### config.mk
export PLATFORM = sky130hd
export DESIGN_NAME = calc_entry_sequencer
export DESIGN_NICKNAME = d
export VERILOG_FILES = /design/src/rtl/calc_entry_sequencer.sv
export SDC_FILE = /design/constraint.sdc
export NUM_CORES = 1
export LEC_CHECK = 0
export CORE_AREA = 2 2 97 99
export CTS_BUF_LIST = sky130_fd_sc_hd__clkbuf_8
export DETAILED_ROUTE_END_ITERATION = 10
export DIE_AREA = 0 0 99 101
export PLACE_DENSITY = 0.71
export SLEW_MARGIN = 10
export SYNTH_ARGS = -nofsm -noshare
export SYNTH_HDL_FRONTEND = slang
export SYNTH_SLANG_ARGS = --single-unit
### constraint.sdc
create_clock -name clk -period 3.2 [get_ports clk]
set_input_delay 0.64 -clock clk [delete_from_list [all_inputs] [get_ports clk]]
set_output_delay 0.64 -clock clk [all_outputs]
set_load 0.01 [all_outputs]
### src/rtl/calc_entry_sequencer.sv
// Calculator front-end sequencer: qualifies keypad/operator presses, steps A/op/B/equals,
// launches the ALU and requests LCD field refreshes.
module calc_entry_sequencer #(
  parameter int DEBOUNCE = 3,
  parameter int TIMEOUT  = 1000
) (
  input  logic        clk,
  input  logic        rst,
  input  logic [11:0] key,
  input  logic [7:0]  op_sw,
  output logic        alu_start,
  output logic [2:0]  alu_op,
  output logic [3:0]  alu_a,
  output logic [3:0]  alu_b,
  input  logic        alu_done,
  input  logic        alu_err,
  output logic        disp_req,
  output logic [2:0]  disp_slot,
  input  logic        disp_ack,
  output logic        busy,
  output logic [3:0]  state_led
);

  localparam int DCW = $clog2(DEBOUNCE + 1);
  localparam int TCW = $clog2(TIMEOUT + 1);
  localparam logic [2:0] OP_FAC     = 3'd6;
  localparam logic [2:0] SLOT_A     = 3'd0;
  localparam logic [2:0] SLOT_OP    = 3'd1;
  localparam logic [2:0] SLOT_B     = 3'd2;
  localparam logic [2:0] SLOT_RES   = 3'd3;
  localparam logic [2:0] SLOT_CLEAR = 3'd4;
  localparam logic [2:0] SLOT_ERR   = 3'd5;

  typedef enum logic [2:0] {
    S_IDLE, S_GOT_A, S_GOT_OP, S_GOT_B, S_EXEC, S_SHOW, S_ERR
  } state_t;

  logic        w_key_acc;
  logic        w_op_acc;
  logic [11:0] w_key_val;
  logic [7:0]  w_op_val;

  // Group 0 is the keypad, group 1 the operator switches; same qualifier, different width.
  for (genvar gi = 0; gi < 2; gi++) begin : g_qual
    localparam int W = (gi == 0) ? 12 : 8;
    logic [W-1:0]   w_in;
    logic [W-1:0]   r_last;
    logic [W-1:0]   r_val;
    logic [DCW-1:0] r_press_cnt;
    logic [DCW-1:0] r_rel_cnt;
    logic [DCW-1:0] w_press_nx;
    logic [DCW-1:0] w_rel_nx;
    logic           r_armed;
    logic           r_acc;

    always_comb begin
      w_press_nx = '0;
      w_rel_nx   = '0;
      if (!$onehot(w_in))
        w_rel_nx = (r_rel_cnt == DCW'(DEBOUNCE)) ? r_rel_cnt : r_rel_cnt + 1'b1;
      else if (w_in == r_last)
        w_press_nx = (r_press_cnt == DCW'(DEBOUNCE)) ? r_press_cnt : r_press_cnt + 1'b1;
      else
        w_press_nx = DCW'(1);
    end

    always_ff @(posedge clk or posedge rst) begin
      if (rst) begin
        r_last      <= '0;
        r_val       <= '0;
        r_press_cnt <= '0;
        r_rel_cnt   <= '0;
        r_armed     <= 1'b1;
        r_acc       <= 1'b0;
      end else begin
        r_last      <= w_in;
        r_press_cnt <= w_press_nx;
        r_rel_cnt   <= w_rel_nx;
        r_acc       <= 1'b0;
        if (r_armed && (w_press_nx == DCW'(DEBOUNCE))) begin
          r_acc   <= 1'b1;
          r_armed <= 1'b0;
          r_val   <= w_in;
        end else if (w_rel_nx == DCW'(DEBOUNCE)) begin
          r_armed <= 1'b1;
        end
      end
    end

    if (gi == 0) begin : g_key
      assign w_in      = key;
      assign w_key_acc = r_acc;
      assign w_key_val = r_val;
    end else begin : g_op
      assign w_in     = op_sw;
      assign w_op_acc = r_acc;
      assign w_op_val = r_val;
    end
  end

  state_t         r_state, w_state_nx;
  logic [3:0]     r_a, r_b, w_a_nx, w_b_nx;
  logic [2:0]     r_op, w_op_nx;
  logic           r_disp_req, w_req_nx;
  logic [2:0]     r_disp_slot, w_slot_nx;
  logic           r_alu_start, w_start_nx;
  logic [TCW-1:0] r_tmo, w_tmo_nx;
  logic [3:0]     w_digit;
  logic [2:0]     w_opc;
  logic           w_clear, w_is_eq, w_digit_go, w_op_go;

  always_comb begin
    w_digit = '0;
    w_opc   = '0;
    for (int i = 2; i < 12; i++)
      if (w_key_val[i]) w_digit = 4'(11 - i);
    for (int i = 1; i < 8; i++)
      if (w_op_val[i]) w_opc = 3'(7 - i);
    w_clear    = w_key_acc && (w_key_val[1] || w_key_val[0]);
    w_is_eq    = w_op_val[0];
    w_digit_go = w_key_acc && !w_clear && !r_disp_req;
    // A key accept in the same cycle wins; the operator press is dropped.
    w_op_go    = w_op_acc && !w_key_acc && !r_disp_req;
  end

  always_comb begin
    w_state_nx = r_state;
    w_a_nx     = r_a;
    w_b_nx     = r_b;
    w_op_nx    = r_op;
    w_req_nx   = r_disp_req;
    w_slot_nx  = r_disp_slot;
    w_start_nx = 1'b0;
    w_tmo_nx   = r_tmo;
    if (r_disp_req && disp_ack) w_req_nx = 1'b0;
    if (w_clear) begin
      w_a_nx = '0; w_b_nx = '0; w_state_nx = S_IDLE;
      w_req_nx = 1'b1; w_slot_nx = SLOT_CLEAR;
    end else begin
      case (r_state)
        S_IDLE: if (w_digit_go) begin
          w_a_nx = w_digit; w_req_nx = 1'b1; w_slot_nx = SLOT_A; w_state_nx = S_GOT_A;
        end
        S_GOT_A: if (w_digit_go) begin
          w_a_nx = w_digit; w_req_nx = 1'b1; w_slot_nx = SLOT_A;
        end else if (w_op_go && !w_is_eq) begin
          w_op_nx = w_opc; w_req_nx = 1'b1; w_slot_nx = SLOT_OP; w_state_nx = S_GOT_OP;
        end
        S_GOT_OP: if (w_digit_go) begin
          w_b_nx = w_digit; w_req_nx = 1'b1; w_slot_nx = SLOT_B; w_state_nx = S_GOT_B;
        end else if (w_op_go && !w_is_eq) begin
          w_op_nx = w_opc; w_req_nx = 1'b1; w_slot_nx = SLOT_OP;
        end else if (w_op_go && r_op == OP_FAC) begin
          w_b_nx = '0; w_state_nx = S_EXEC; w_start_nx = 1'b1; w_tmo_nx = '0;
        end
        S_GOT_B: if (w_digit_go) begin
          w_b_nx = w_digit; w_req_nx = 1'b1; w_slot_nx = SLOT_B;
        end else if (w_op_go && w_is_eq) begin
          w_state_nx = S_EXEC; w_start_nx = 1'b1; w_tmo_nx = '0;
        end
        S_EXEC: begin
          // A done coincident with the launch pulse belongs to nobody and is ignored.
          if (alu_done && !r_alu_start) begin
            w_req_nx   = 1'b1;
            w_slot_nx  = alu_err ? SLOT_ERR : SLOT_RES;
            w_state_nx = alu_err ? S_ERR : S_SHOW;
          end else if (r_tmo == TCW'(TIMEOUT - 1)) begin
            w_req_nx = 1'b1; w_slot_nx = SLOT_ERR; w_state_nx = S_ERR;
          end else begin
            w_tmo_nx = r_tmo + 1'b1;
          end
        end
        S_SHOW: if (r_disp_req && disp_ack) w_state_nx = S_IDLE;
        default: ;
      endcase
    end
  end

  always_ff @(posedge clk or posedge rst) begin
    if (rst) begin
      r_state     <= S_IDLE;
      r_a         <= '0;
      r_b         <= '0;
      r_op        <= '0;
      r_disp_req  <= 1'b0;
      r_disp_slot <= '0;
      r_alu_start <= 1'b0;
      r_tmo       <= '0;
    end else begin
      r_state     <= w_state_nx;
      r_a         <= w_a_nx;
      r_b         <= w_b_nx;
      r_op        <= w_op_nx;
      r_disp_req  <= w_req_nx;
      r_disp_slot <= w_slot_nx;
      r_alu_start <= w_start_nx;
      r_tmo       <= w_tmo_nx;
    end
  end

  assign alu_start = r_alu_start;
  assign alu_op    = r_op;
  assign alu_a     = r_a;
  assign alu_b     = (r_op == OP_FAC) ? 4'd0 : r_b;
  assign disp_req  = r_disp_req;
  assign disp_slot = r_disp_slot;
  assign busy      = (r_state == S_EXEC) || r_disp_req;

  always_comb begin
    case (r_state)
      S_IDLE:                      state_led = 4'b0001;
      S_GOT_A, S_GOT_OP, S_GOT_B:  state_led = 4'b0010;
      S_EXEC, S_SHOW:              state_led = 4'b0100;
      S_ERR:                       state_led = 4'b1000;
      default:                     state_led = 4'b0001;
    endcase
  end

endmodule

==> results.toml <==
[outcome]
status = "complete, but fails checks"
violations = "negative setup slack"

[power]
netSwitchingPower_mw = 0.722
comb_power_share_pct = 21.6
p_seq_share_pct = 43.2
peakVddDrop_v = 0.000346
p_clk_share_pct = 35.2
power_density_nw_per_um2 = 473
power.total_mw = 2.63
p_leak_nw = 2.50
switching_share_pct = 27.5
cell_internal_pwr_mw = 1.90

[critical_path]
cp_top_family = "adder cells"
r2r_cells = 4
cp-start-kind = "primary input"
cp.arrival_ps = 4780
slowest_delay_ps = 530
end_kind = "flip-flop"
required_ps = 3450
cp_num_buf_inv = 5
crit_top_cell = "fa_1"
cp_max_fo = 6
crit_chain = "buf_8 -> fa_1 -> fa_1 -> inv_2 -> fa_1 -> fa_1 -> inv_1 -> ha_2 -> inv_2 -> fa_2 -> nor2_1 -> a31o_2 -> nand4b_1 -> buf_4 -> or4_4 -> mux2_4"
r2r-start = "r_state[2]"
cp_slowest_cell = "fa_1"
r2r_end = "r_tmo[0]"
crit_type = "in -> reg"
rrSetupSlack_ps = 890

[cells_and_area]
final_layout_size_suffix_gt1_share_pct = 22.7
layout.cells.non_filler = 609
final_area_sq_um = 5550
nets = 537
utilization_pct = 61.8
diodes = 0
area_growth_pct = 26.7

[drt]
wire_per_inst_microns = 15.6
remaining_drc_errors = 0
detail_route.vias_per_cell = 5.46
drtAntennaViolNets = 0
routed_wl_microns = 9490
drt_iter0_drc = 167
num_vias = 3323
drtPass1Iterations = 4

[cts]
clockBufferDepth = 2
cts_buffers = 9
clk_latency_ps = 350
cts_hold_buf = 0
htree_levels = 3
cts_tree = "done"
cts_sinks = 81
cts.reportedPaths.clkPinSlew_ps = 90
ctsRootBufferMaster = "clkbuf_8"

[job]
max_cap_viol_count = 0

[floorplanning]
io_pins = 46
coreArea_sq_um = 8980
die_y_microns = 101
rows = 35
die-area_sq_um = 10000
die_x_microns = 99
initial_core_util_pct = 48.7

[grt]
grt_pass1_vias = 3357
grt_max_degree = 47
overflow = 0
grt.total_usage_pct = 20.3
antenna_found_initial = 0
grt_pass1_wl_microns = 16100

[synthesis]
yosysTopAreaCellShare_pct = 45.2
ys_seq_area_share_pct = 46.4
synth-edff-count = 0
synth-seq-cells = 81
ys_warn_count = 0
avgSynthCellArea_sq_um = 10.5
netlist_area_sq_um = 4380
synth_top_cell_by_area = "dfrtp_1"
ys_top_cells_by_area = "dfrtp_1 (45%), fa_1 (5.0%), mux2_4 (3.4%)"
syn_inst = 417
synth.distinct_cells = 60
synth_top_flop_cell = "dfrtp_1"
synth_common_cells = "dfrtp_1 (79), inv_1 (38), nand2_1 (34)"
synth_fp_nets = 461
yosysMostFrequentCell = "dfrtp_1"
async_reset_ff_share_pct = 100

[hold_path]
hold_class = "reg -> reg"
min_path_cells = 1
worstHoldStart = "g_qual[0].r_rel_cnt[0]"
min_to = "g_qual[0].r_rel_cnt[0]"

[timing]
setup_ws_ps = -1340
finalSetupViolCount = 31
timing.slew.headroom_pct = 53.4
clock_skew_ps = 11.2
fin_crit_sh_pct = 142
worst_pin_slew_ps = 690
fmaxAchievable_ghz = 0.220
rsz0062_at_grt = "true"
hold_violations = 0
slew_violations = 0
min_period_ps = 4540

[placement]
dp_cells = 589
place_area_sq_um = 5230
place_hpwl_microns = 7100
globalplace.congestion = 0.888
io_buffers = 45
-- stage by stage --
stage | hold WS [ps] | setup TNS, ps | setup WS [ps]
global route | 467 | -29560 | -1500
floorplan | 419 | -27080 | -1350
finish | 452 | -25020 | -1340
global placement | 428 | -45930 | -1890
detailed placement | 439 | -48270 | -2000
CTS | 453 | -28060 | -1340
-- area by class of cell --
cell class | count | area (sq um)
fill | 760 | 3430
multi-input combinational | 284 | 2280
sequential | 81 | 2030
timing repair buffer | 79 | 709
inverter | 38 | 143
tap | 111 | 139
clock inverter | 7 | 125
clock buffer | 9 | 124
-- registers in the layout (all words and copies together), names as in the netlist, 4 cells and up --
name,cells
g_qual.r_rel_cnt,4
alu_a,4
r_tmo,10
g_qual.r_last,20
g_qual.r_val,20
r_b,4
g_qual.r_press_cnt,4
-- cells by family (layout without fill, tap and decap cells) --
| kind of cell | after synthesis | count (layout) | synth area share, % |
|---|---|---|---|
| multiplexers | 23 | 23 | 6.75 |
| AO/OA/AOI/OAI | 80 | 80 | 13.0 |
| XOR/XNOR | 22 | 22 | 4.40 |
| adder cells (fa/ha/maj) | 19 | 19 | 7.32 |
| buffers and inverters | 53 | 133 | 4.83 |
| flip-flops | 81 | 81 | 46.4 |
| AND/OR/NAND/NOR | 139 | 140 | 17.3 |
-- power by group through the flow --
stage               clock network, mW  registers (mW)  logic, mW
CTS                             0.950            1.13      0.611
detailed placement                  0            1.15      0.517
finish                          0.924            1.13      0.568
floorplan                           0            1.14      0.337
global placement                    0            1.15      0.491
global route                    0.992            1.14      0.651
-- layer usage --
layer	wire length, microns	GRT usage, %	vias up
li1	-	-	1641
met1	4450	27.4	1595
met2	4530	32.8	76
met3	374	3.88	11
met4	139	7.38	0
met5	0	0	-
-- placed cells by master (no fill, tap or decap), types with 10 or more instances in the layout --
cell and instances:
mux2_4 18, xnor2_1 14, buf_4 31, inv_1 34, dfrtp_1 79, nand2_1 33
clkdlybuf4s50_1 36, a21oi_1 10, o21ai_0 15, nor2_1 22
-- how the worst max path moves through the flow --
stage	from	endpoint	slack [ps]	depth (start not counted)
2_1_floorplan	key[3]	g_qual[0].r_val[0]	-1350	15
3_3_place_gp	key[3]	g_qual[0].r_val[3]	-1890	15
3_5_place_dp	key[3]	g_qual[0].r_val[11]	-2000	15
4_1_cts	key[5]	g_qual[0].r_val[6]	-1340	15
5_1_grt	key[5]	g_qual[0].r_val[8]	-1500	16
6_report	key[5]	g_qual[0].r_val[11]	-1340	16
-- repair_timing --
action,4_1_cts,5_1_grt
buffers inserted,7,4
pin swaps,19,10
endpoints found under the setup margin,32,32
gates resized for setup,56,8
cloned,1,0
(Power assumes the default switching activity.)
